$ cat src/rtl/ultrasonic_scan_scheduler.sv
// Round-robin scheduler that shares one ultrasonic ranging engine among several sensors.
// Each ping is bounded by a timeout and followed by a guard gap against acoustic crosstalk.
module ultrasonic_scan_scheduler #(
    parameter int N_SENSORS   = 4,
    parameter int SEL_W       = $clog2(N_SENSORS),
    parameter int DIST_W      = 16,
    parameter int TIMEOUT_CYC = 2_500_000,
    parameter int GAP_CYC     = 6_000_000
) (
    input  logic                          i_clk,
    input  logic                          i_reset_n,
    input  logic                          i_enable,
    input  logic [N_SENSORS-1:0]          i_sensor_mask,
    output logic                          o_eng_start,
    output logic [SEL_W-1:0]              o_eng_sel,
    input  logic                          i_eng_done,
    input  logic [DIST_W-1:0]             i_eng_distance,
    output logic [N_SENSORS*DIST_W-1:0]   o_dist_table,
    output logic [N_SENSORS-1:0]          o_dist_valid,
    output logic [N_SENSORS-1:0]          o_timeout_flag,
    output logic                          o_busy,
    output logic                          o_frame_done
);

    typedef enum logic [2:0] {
        S_IDLE,
        S_SELECT,
        S_START,
        S_WAIT_DONE,
        S_STORE,
        S_GAP
    } state_t;

    localparam logic [31:0] TIMEOUT_LAST = 32'(TIMEOUT_CYC - 1);
    localparam logic [31:0] GAP_LAST     = 32'(GAP_CYC - 1);

    state_t              r_state;
    state_t              w_next;
    logic [SEL_W-1:0]    r_sel;
    logic [SEL_W-1:0]    r_last;
    logic [SEL_W-1:0]    w_pick;
    logic                w_pick_above;
    logic                w_mask_above_sel;
    logic [31:0]         r_timer;
    logic [DIST_W-1:0]   r_result;
    logic                r_good;
    logic [DIST_W-1:0]   r_table [N_SENSORS];
    logic [N_SENSORS-1:0] r_valid;
    logic [N_SENSORS-1:0] r_tflag;

    // Next sensor: lowest set mask bit above the last served index, else wrap to the lowest set bit.
    always_comb begin
        w_pick       = '0;
        w_pick_above = 1'b0;
        for (int i = N_SENSORS - 1; i >= 0; i--) begin
            if (i_sensor_mask[i] && (i > int'(r_last))) begin
                w_pick       = SEL_W'(i);
                w_pick_above = 1'b1;
            end
        end
        if (!w_pick_above) begin
            for (int i = N_SENSORS - 1; i >= 0; i--) begin
                if (i_sensor_mask[i]) begin
                    w_pick = SEL_W'(i);
                end
            end
        end
    end

    always_comb begin
        w_mask_above_sel = 1'b0;
        for (int i = 0; i < N_SENSORS; i++) begin
            if (i_sensor_mask[i] && (i > int'(r_sel))) begin
                w_mask_above_sel = 1'b1;
            end
        end
    end

    always_ff @(posedge i_clk or negedge i_reset_n) begin
        if (!i_reset_n) begin
            r_state <= S_IDLE;
        end else begin
            r_state <= w_next;
        end
    end

    always_comb begin
        w_next       = r_state;
        o_eng_start  = 1'b0;
        o_busy       = 1'b1;
        o_frame_done = 1'b0;
        case (r_state)
            S_IDLE: begin
                o_busy = 1'b0;
                if (i_enable && (i_sensor_mask != '0)) begin
                    w_next = S_SELECT;
                end
            end
            S_SELECT: begin
                if (!i_enable || (i_sensor_mask == '0)) begin
                    w_next = S_IDLE;
                end else begin
                    w_next = S_START;
                end
            end
            S_START: begin
                o_eng_start = 1'b1;
                w_next      = S_WAIT_DONE;
            end
            S_WAIT_DONE: begin
                // A done pulse on the final timer cycle still counts as a good result.
                if (i_eng_done || (r_timer == TIMEOUT_LAST)) begin
                    w_next = S_STORE;
                end
            end
            S_STORE: begin
                o_frame_done = !w_mask_above_sel;
                w_next       = S_GAP;
            end
            S_GAP: begin
                if (r_timer == GAP_LAST) begin
                    w_next = i_enable ? S_SELECT : S_IDLE;
                end
            end
            default: begin
                w_next = S_IDLE;
            end
        endcase
    end

    always_ff @(posedge i_clk or negedge i_reset_n) begin
        if (!i_reset_n) begin
            r_sel    <= '0;
            r_last   <= SEL_W'(N_SENSORS - 1);
            r_timer  <= '0;
            r_result <= '0;
            r_good   <= 1'b0;
            r_valid  <= '0;
            r_tflag  <= '0;
            for (int i = 0; i < N_SENSORS; i++) begin
                r_table[i] <= '0;
            end
        end else begin
            case (r_state)
                S_SELECT: begin
                    if (w_next == S_START) begin
                        r_sel  <= w_pick;
                        r_last <= w_pick;
                    end
                end
                S_START: begin
                    r_timer <= '0;
                    r_good  <= 1'b0;
                end
                S_WAIT_DONE: begin
                    r_timer <= r_timer + 32'd1;
                    if (i_eng_done) begin
                        r_result <= i_eng_distance;
                        r_good   <= 1'b1;
                    end
                end
                S_STORE: begin
                    r_timer <= '0;
                    if (r_good) begin
                        r_table[r_sel] <= r_result;
                        r_valid[r_sel] <= 1'b1;
                        r_tflag[r_sel] <= 1'b0;
                    end else begin
                        r_valid[r_sel] <= 1'b0;
                        r_tflag[r_sel] <= 1'b1;
                    end
                end
                S_GAP: begin
                    r_timer <= r_timer + 32'd1;
                end
                default: begin
                end
            endcase
        end
    end

    always_comb begin
        o_dist_table = '0;
        for (int i = 0; i < N_SENSORS; i++) begin
            o_dist_table[i*DIST_W +: DIST_W] = r_table[i];
        end
    end

    assign o_eng_sel      = r_sel;
    assign o_dist_valid   = r_valid;
    assign o_timeout_flag = r_tflag;

endmodule

$ cat config.mk
export PLATFORM = sky130hd
export DESIGN_NAME = ultrasonic_scan_scheduler
export DESIGN_NICKNAME = d
export VERILOG_FILES = /design/src/rtl/ultrasonic_scan_scheduler.sv
export SDC_FILE = /design/constraint.sdc
export NUM_CORES = 1
export LEC_CHECK = 0
export BUFFER_PORTS_ARGS = -buffer_cell sky130_fd_sc_hd__buf_4
export CORE_ASPECT_RATIO = 0.7
export CORE_MARGIN = 2
export CORE_UTILIZATION = 62
export CTS_BUF_LIST = sky130_fd_sc_hd__clkbuf_4 sky130_fd_sc_hd__clkbuf_8
export CTS_CLUSTER_SIZE = 28
export DETAILED_ROUTE_END_ITERATION = 6
export PLACE_DENSITY = 0.88
export SYNTH_ARGS = -nofsm -noshare
export SYNTH_HDL_FRONTEND = slang
export SYNTH_SLANG_ARGS = --single-unit
$ cat constraint.sdc
create_clock -name i_clk -period 5.62 [get_ports i_clk]
set_input_delay 0.562 -clock i_clk [delete_from_list [all_inputs] [get_ports i_clk]]
set_output_delay 0.562 -clock i_clk [all_outputs]
set_load 0.02 [all_outputs]
# Yosys cells after proc, flatten, opt, wreduce, memory -nomap -nowiden
# Index checks and enable logic that the tools add are counted.
# Widths: inputs -> output; s select.
# classes
n_addsub	1
n_lt_le_gt_ge	10
eq_ne	9
muxes	33
bitwise_logic	6
reduce_logical	24
# ops
operator	n
$bwmux 64	1
$pmux 32 s2	1
$add 32x1->32 const B	1
$demux 16 s2	1
$eq 32x22->1 const B	1
$eq 32x23->1 const B	1
$mux 2	9
$pmux 3 s6	1
$mux 16	1
$mux 1	12
$eq 3x2->1 const B	3
$logic_and 1x1->1	9
$mux 3	3
$and 4x4->4	2
$gt 2x2->1 const A	4
$mux 4	2
$or 4x4->4	2
$reduce_and 2->1	4
$eq 3x3->1 const B	2
$gt 1x2->1 const A	2
$logic_not 4->1	1
$not 4->4	1
$reduce_bool 2->1	2
$reduce_bool 4->1	1
other kinds (13)	16
# word_totals
register_bits	128
output_inout_bits	77
word_cells	95

# Logic depth before layout (Yosys ltp)
# Gate-level depths: netlist of the first run.
# logic_depth
ltp_word	10
ltp_mapped	7
depth_no_buf	6

# Worst setup path after synthesis of the first run
# Ideal clock, no wire load.
# synth_timing
path_kind	reg-to-reg
from	reg r_state[1]
to	reg r_timer[31]
setup_ns	0.066
arrival_ns	2.085
t_required_ns	5.554
slack_ns	3.469
path_stages_with_launch	7
period_less_slack_ns	2.151
path_cell_list	dfrtp_1 ha_1 nand4_1 nor2_1 nand3_4 or4_1 nand2_1
# synth_between
elab_chain_cells	3
# synth_lines
item	line_no	text
start: declaration	37	state_t r_state;
start signal: assignment	83	r_state <= w_next;
$eq 3x3->1 / $eq 3x2->1 (equally long branches)	144	case (r_state)
$reduce_or 2->1 (no line)	--	
$pmux 32 s2 / $reduce_bool 2->1 (equally long branches)	--	
end signal: assignment	156	r_timer <= r_timer + 32'd1;
end signal: assignment	174	r_timer <= r_timer + 32'd1;
end: declaration	44	logic [31:0] r_timer;
# Parallel ways exist; a longest one is shown, timed or not.
# A chain may end at the register's enable or synchronous reset.

# Worst setup path after layout of the first run
# layout_timing
from	reg r_state[1]
to	reg r_timer[28]
# Same word-level chain as after synthesis.

==> results of run 1 <==
==> report_power, final <==
| part | leakage (nW) | switching, mW | internal, mW |
|---|---|---|---|
| Clock | 0.223 | 0.352 | 0.520 |
| Combinational | 1.53 | 0.0239 | 0.0128 |
| Sequential | 1.75 | 0 | 0.921 |
==> synth_stat cells, types with 2 or more instances <==
cell type and count:
and4_1 2, or3_1 4, a21oi_1 7, mux2_2 80, xor2_1 18, or4_1 5, dfrtp_1 126, inv_1 10
nor4_2 3, or4b_2 2, nor2b_1 2, nand3_1 15, xnor2_1 4, o211ai_1 2, nor2_1 33, nand2_1 32
o21ai_0 14, nor4_1 3, nand2b_1 5, a31oi_1 2, o22ai_1 2, o31ai_1 3, mux2i_1 3, dfstp_2 2
clkbuf_1 8, and3_1 6, and2_1 4, o21a_1 2, buf_2 4, ha_1 2, nor3_1 4, nand4_1 13
==> critical path, delay by kind of cell (launching register included) <==
| family | cells | cell delay, ns |
|---|---|---|
| and+or+nand+nor | 4 | 1.52 |
| DFF | 1 | 0.48 |
| AOI/OAI and AO/OA | 1 | 0.16 |
| adders and majority gates | 1 | 0.45 |
==> state kept, by name, indices dropped and copies added, names as in the netlist, named ones only <==
signal        flops
o_dist_table     64
o_eng_sel         2
r_good            1
r_last            2
r_result         16
r_state           3
r_timer          32
==> how the worst max path moves through the flow <==
| stage | cells past startpoint | from | endpoint |
|---|---|---|---|
| 2_1_floorplan | 6 | r_state[1] | r_timer[31] |
| 3_3_place_gp | 6 | r_state[1] | r_timer[26] |
| 3_5_place_dp | 6 | r_state[1] | r_timer[26] |
| 4_1_cts | 6 | r_state[1] | r_timer[28] |
| 5_1_grt | 6 | r_state[1] | r_timer[28] |
| 6_report | 6 | r_state[1] | r_timer[28] |
==> cell type report <==
cell class,count,area (µm²),area share
sequential,128,3210,0.471
multi-input combinational,291,2210,0.325
timing repair buffer,101,758,0.111
clock buffer,22,284,0.0417
clock inverter,10,159,0.0233
tap,120,150,0.0221
inverter,10,37.5,0.00552
==> through the flow <==
| step | hold WS (ns) | cells | setup slack, ns | area [µm²] |
|---|---|---|---|---|
| finish | 0.271 | 682 | 2.92 | 6810 |
| global route | 0.336 | 682 | 2.70 | 6810 |
| CTS | 0.305 | 682 | 2.97 | 6810 |
| detailed placement | 0.481 | 650 | 3.03 | 6360 |
| global placement | 0.463 | 650 | 3.18 | 6360 |
| floorplan | 0.266 | 442 | 3.47 | 5510 |
==> cell usage in the layout, fill, tap and decap left out, drive strengths merged, types with 7 or more instances in the layout <==
master / n
nand3: 17
mux2: 80
inv: 10
buf: 101
nor4: 7
xor2: 18
a21oi: 7
and3: 7
nand2: 32
dfrtp: 126
o21ai: 15
nand4: 14
clkbuf: 22
nor2: 33
==> cell families after synthesis <==
| family | Yosys count | synth area share |
|---|---|---|
| simple gates | 145 | 0.149 |
| flops | 128 | 0.582 |
| mux | 83 | 0.169 |
| compound gates | 39 | 0.0438 |
| buf+inv | 23 | 0.0168 |
| xor+xnor | 22 | 0.0350 |
| fa+ha+maj | 2 | 0.00454 |
==> routing by layer <==
metal  vias to the layer above  wire, µm  track usage
li1                       1803         -            -
met2                       176      6290        0.449
met3                        31       840       0.0766
met5                         -         0            0
met1                      1991      5590        0.392
met4                         0       243       0.0920
==> impl_metrics.env, run 1 <==
export IMPL_outcome="complete, no violations"
export IMPL_synth_edf_count=0
export IMPL_grt_pass1_vias=4058
export IMPL_tritoncts="built"
export IMPL_synth_seq_cells=128
export IMPL_cts_max_path_buffers=2
export IMPL_grt_setup_unrepaired="no"
export IMPL_reg2regPathDepth=6
export IMPL_p_leak_nw=3.50
export IMPL_io_pins=101
export IMPL_crit_type="reg2reg"
export IMPL_num_rows=28
export IMPL_cp_arrival_ns=3.05
export IMPL_post_cts_buffers=0
export IMPL_hold_class="in2async"
export IMPL_path_clk_slew_ns=0.07
export IMPL_wl_mm=13.0
export IMPL_ys_top_cells_by_area="dfrtp_1, mux2_2, xor2_1, nor2_1, nand2_1"
export IMPL_cp_max_fo=12
export IMPL_gp_congestion=0.880
export IMPL_htree_levels=4
export IMPL_r2r_start="r_state[1]"
export IMPL_finalCoreUtilization=0.796
export IMPL_drive_above_1_share=0.407
export IMPL_n_antenna_cell=0
export IMPL_clkLatencyLatePin_ns=0.45
export IMPL_relSlewSlack=0.218
export IMPL_drt_iter0_markers=307
export IMPL_nFillCells=539
export IMPL_cts_sinks=128
export IMPL_power_density_nw_per_um2=269
export IMPL_start_util=0.644
export IMPL_max_clock_freq_mhz=370
export IMPL_drv_cap=0
export IMPL_syn_inst=442
export IMPL_period_share=0.480
export IMPL_grt_first_pass_wirelength_mm=21.0
export IMPL_fp_dieW_um=117
export IMPL_startpoint_type="flip-flop"
export IMPL_synth_top_area_share=0.572
export IMPL_synth_seq_area_share=0.582
export IMPL_critPathMaxStageDelay_ns=0.75
export IMPL_core_area_um2=8550
export IMPL_antenna_found_initial=0
export IMPL_ys_flop_type="dfrtp_1"
export IMPL_grt_max_degree=79
export IMPL_endpoint_kind="flip-flop"
export IMPL_p_total_mw=1.83
export IMPL_worstPathCellList="ha_1, nand4_1, nor2_1, nand3_2, or3_1, a21oi_1"
export IMPL_fin_skew_ns=0.0109
export IMPL_drt_pre_antenna_iters=5
export IMPL_regToRegSetupSlack_ns=2.92
export IMPL_vias=4001
export IMPL_synth_fp_nets=468
export IMPL_synth_area_per_cell_um2=12.5
export IMPL_drc=0
export IMPL_die_h_um=82.9
export IMPL_overflow=0
export IMPL_r2r_end="r_timer[28]"
export IMPL_syn_area_um2=5510
export IMPL_fp_dieArea_um2=9670
export IMPL_ir_worst_vdd_mv=0.267
export IMPL_yosysUniqueCellTypes=52
export IMPL_tns_ns=0
export IMPL_grt_util_all_layers=0.286
export IMPL_slowest_stage="nor2_1"
export IMPL_post_cts_resized=0
export IMPL_cts_root_buffer_cell="clkbuf_8"
export IMPL_hpwl_mm=8.53
export IMPL_tightest_slew_ns=1.17
export IMPL_viasPerCell=5.87
export IMPL_yosysWarnings=0
export IMPL_hold_viol_final=0
export IMPL_cts_made_buffers=17
export IMPL_finalCriticalPeriod_ns=2.70
export IMPL_ant_nets=0
export IMPL_wl_per_cell_um=19.0
export IMPL_async_flop_share=1.00
export IMPL_area_delta_synth_final_pct=23.5
export IMPL_synth_top_cell_by_area="dfrtp_1"
export IMPL_setup_violations=0
export IMPL_cp_data_required_time_ns=5.97
export IMPL_cts_hold_buffers=0
export IMPL_fin_nets=575
export IMPL_port_buffers=100
export IMPL_slew_violations=0
Power figures use the tool's default switching activity.
==> run 2, diff against run 1 <==
Settings changed: ABC_AREA from default to 1, CORE_UTILIZATION 62 to 58, PLACE_DENSITY 0.88 to 0.82.
Clock period 5.62 ns to 2.5 ns, I/O delays scaled along.
==> impl_metrics.env, run 2 <==
export IMPL_cp_common_cell="nand2_1"
export IMPL_max_clock_freq_mhz=463
export IMPL_gp_congestion=0.940
export IMPL_switching_share=0.231
export IMPL_synth_fp_nets=726
export IMPL_ir_worst_vdd_mv=0.372
export IMPL_drc=0
export IMPL_r2r_start="r_state[2]"
export IMPL_worstPathCellList="ha_1, nand2_1, nor2_4, nand2_2, nor2_4, nand2_1, nor2_1, nand4_1, nand2_1, nand2_1, nor2_1"
export IMPL_synth_edf_count=0
export IMPL_synth_seq_cells=128
export IMPL_vias=5199
export IMPL_syn_area_um2=5860
export IMPL_synth_seq_area_share=0.547
export IMPL_wl_mm=15.2
export IMPL_path_clk_slew_ns=0.08
export IMPL_instances_no_fill=956
export IMPL_n_antenna_cell=0
export IMPL_min_delay_start="i_eng_distance[13]"
export IMPL_finalCriticalPeriod_ns=2.16
export IMPL_ys_flop_type="dfrtp_1"
export IMPL_crit_start="r_state[2]"
export IMPL_period_share=0.863
export IMPL_grt_pass1_vias=4844
export IMPL_cts_hold_buffers=1
export IMPL_p_leak_nw=3.95
export IMPL_power_density_nw_per_um2=565
export IMPL_cts_sinks=128
export IMPL_port_buffers=100
export IMPL_fin_nets=841
export IMPL_setup_violations=0
export IMPL_drv_cap=0
export IMPL_fp_dieArea_um2=10900
export IMPL_cts_root_buffer_cell="clkbuf_8"
export IMPL_power_internal_mw=3.13
export IMPL_cp_arrival_ns=2.54
export IMPL_yosys_top_cells_count="nand2_1, dfrtp_1, inv_1"
export IMPL_ys_top_cells_by_area="dfrtp_1, nand2_1, inv_1, mux2_2, nor2_1"
export IMPL_synth_most_common_cell="nand2_1"
export IMPL_startpoint_type="flip-flop"
export IMPL_cts_max_path_buffers=2
export IMPL_viasPerCell=5.44
export IMPL_crit_type="reg2reg"
export IMPL_drt_pre_antenna_iters=6
export IMPL_nFillCells=717
export IMPL_overflow=0
export IMPL_tns_ns=0
export IMPL_synth_top_cell_by_area="dfrtp_1"
export IMPL_endpoint_kind="flip-flop"
export IMPL_layout_common_cells="nand2_1, dfrtp_1, buf_4"
export IMPL_p_total_mw=4.07
export IMPL_ant_nets=0
export IMPL_slowest_stage="ha_1"
export IMPL_cp_data_required_time_ns=2.88
export IMPL_start_util=0.601
export IMPL_async_flop_share=1.00
export IMPL_cts_made_buffers=17
export IMPL_num_rows=30
export IMPL_p_comb_frac=0.022
export IMPL_fp_dieW_um=124
export IMPL_fin_skew_ns=0.0107
export IMPL_path_buf_inv=0
export IMPL_place_inst=923
export IMPL_synth_top_area_share=0.538
export IMPL_drt_iter0_markers=446
export IMPL_outcome="complete, no violations"
export IMPL_wl_per_cell_um=15.9
export IMPL_post_cts_resized=0
export IMPL_io_pins=101
export IMPL_drive_above_1_share=0.236
export IMPL_largest_register_ffs=64
export IMPL_layout_cells_most_common="nand2_1"
export IMPL_finalCoreUtilization=0.738
export IMPL_place_area_um2=6770
export IMPL_tightest_slew_ns=0.529
export IMPL_yosysWarnings=0
export IMPL_slew_violations=0
export IMPL_critPathTopFamily="simple AND/OR/NAND/NOR gates"
export IMPL_pwr_share_seq=0.509
export IMPL_post_cts_buffers=0
export IMPL_design_area_um2=7200
export IMPL_relSlewSlack=0.647
export IMPL_pwr_share_clk=0.469
export IMPL_core_area_um2=9760
export IMPL_htree_levels=4
export IMPL_antenna_found_initial=0
export IMPL_cp_max_fo=11
export IMPL_die_h_um=88.1
export IMPL_grt_max_degree=62
export IMPL_area_delta_synth_final_pct=22.9
export IMPL_clkLatencyLatePin_ns=0.45
export IMPL_critPathMaxStageDelay_ns=0.51
export IMPL_synth_area_per_cell_um2=8.37
export IMPL_grt_util_all_layers=0.298
export IMPL_yosysUniqueCellTypes=35
export IMPL_hold_viol_final=0
export IMPL_syn_inst=700
export IMPL_grt_setup_unrepaired="no"
export IMPL_tritoncts="built"
export IMPL_hold_class="in2reg"
export IMPL_grt_first_pass_wirelength_mm=24.4
export IMPL_switchingPower_mw=0.938
export IMPL_hpwl_mm=10.8
-- run 2: cell count changes in the layout (fill, tap and decap cells not counted), moves of 6 or more --
| cell | change |
|---|---|
| a21oi_1 | +17 |
| and3_1 | -6 |
| inv_1 | +54 |
| inv_2 | +9 |
| mux2_2 | -64 |
| nand2_1 | +257 |
| nand2_2 | +7 |
| nor2_1 | +12 |
| nor2_4 | +9 |
| nor3_1 | +13 |
| xor2_1 | -17 |
-- run 2: per-layer routing --
layer  routed length (µm)  GRT usage  up-vias
li1                     -          -     2451
met4                  209      0.105        0
met1                 6730      0.433     2482
met2                 6860      0.440      243
met5                    0          0        -
met3                 1410     0.0762       23
-- run 2: power by group through the flow --
| stage | clock [mW] | sequential [mW] | combinational (mW) |
|---|---|---|---|
| 2_1_floorplan | 0 | 2.11 | 0.0104 |
| 3_3_place_gp | 0 | 2.11 | 0.0872 |
| 3_5_place_dp | 0 | 2.11 | 0.0900 |
| 4_1_cts | 1.93 | 2.07 | 0.0918 |
| 5_1_grt | 2.02 | 2.07 | 0.102 |
| 6_report | 1.91 | 2.07 | 0.0894 |
-- run 2: cells by family after synthesis --
group / share of synthesized area
xor+xnor: 0.00149
compound gates: 0.0514
buf+inv: 0.0589
simple gates: 0.306
flops: 0.547
fa+ha+maj: 0.00427
mux: 0.0307
-- run 2: final cells by class --
cell class | count | area [µm²] | area share
tap | 128 | 160 | 0.0222
multi-input combinational | 487 | 2310 | 0.321
clock inverter | 14 | 179 | 0.0248
sequential | 128 | 3210 | 0.445
inverter | 73 | 274 | 0.0380
clock buffer | 18 | 248 | 0.0344
timing repair buffer | 108 | 826 | 0.115
-- run 2: per-stage QoR --
stage	hold WS, ns	worst slack (ns)
floorplan	-0.0456	0.666
finish	0.0339	0.342
detailed placement	0.269	0.384
CTS	0.0192	0.372
global route	0.0209	0.0931
global placement	0.263	0.458
-- run 2: path summary, 6_finish.rpt --
check | to | slack [ns] | cells after the start
max in group asynchronous | async pin | 1.40 | 3
worst min register to register | flip-flop | 0.46 | 1
min in group asynchronous | r_timer[4] | 0.33 | 2
worst max-delay path | r_timer[26] | 0.34 | 11
worst max register to register | r_timer[26] | 0.34 | 11
worst min-delay path | r_result[13] | 0.03 | 2
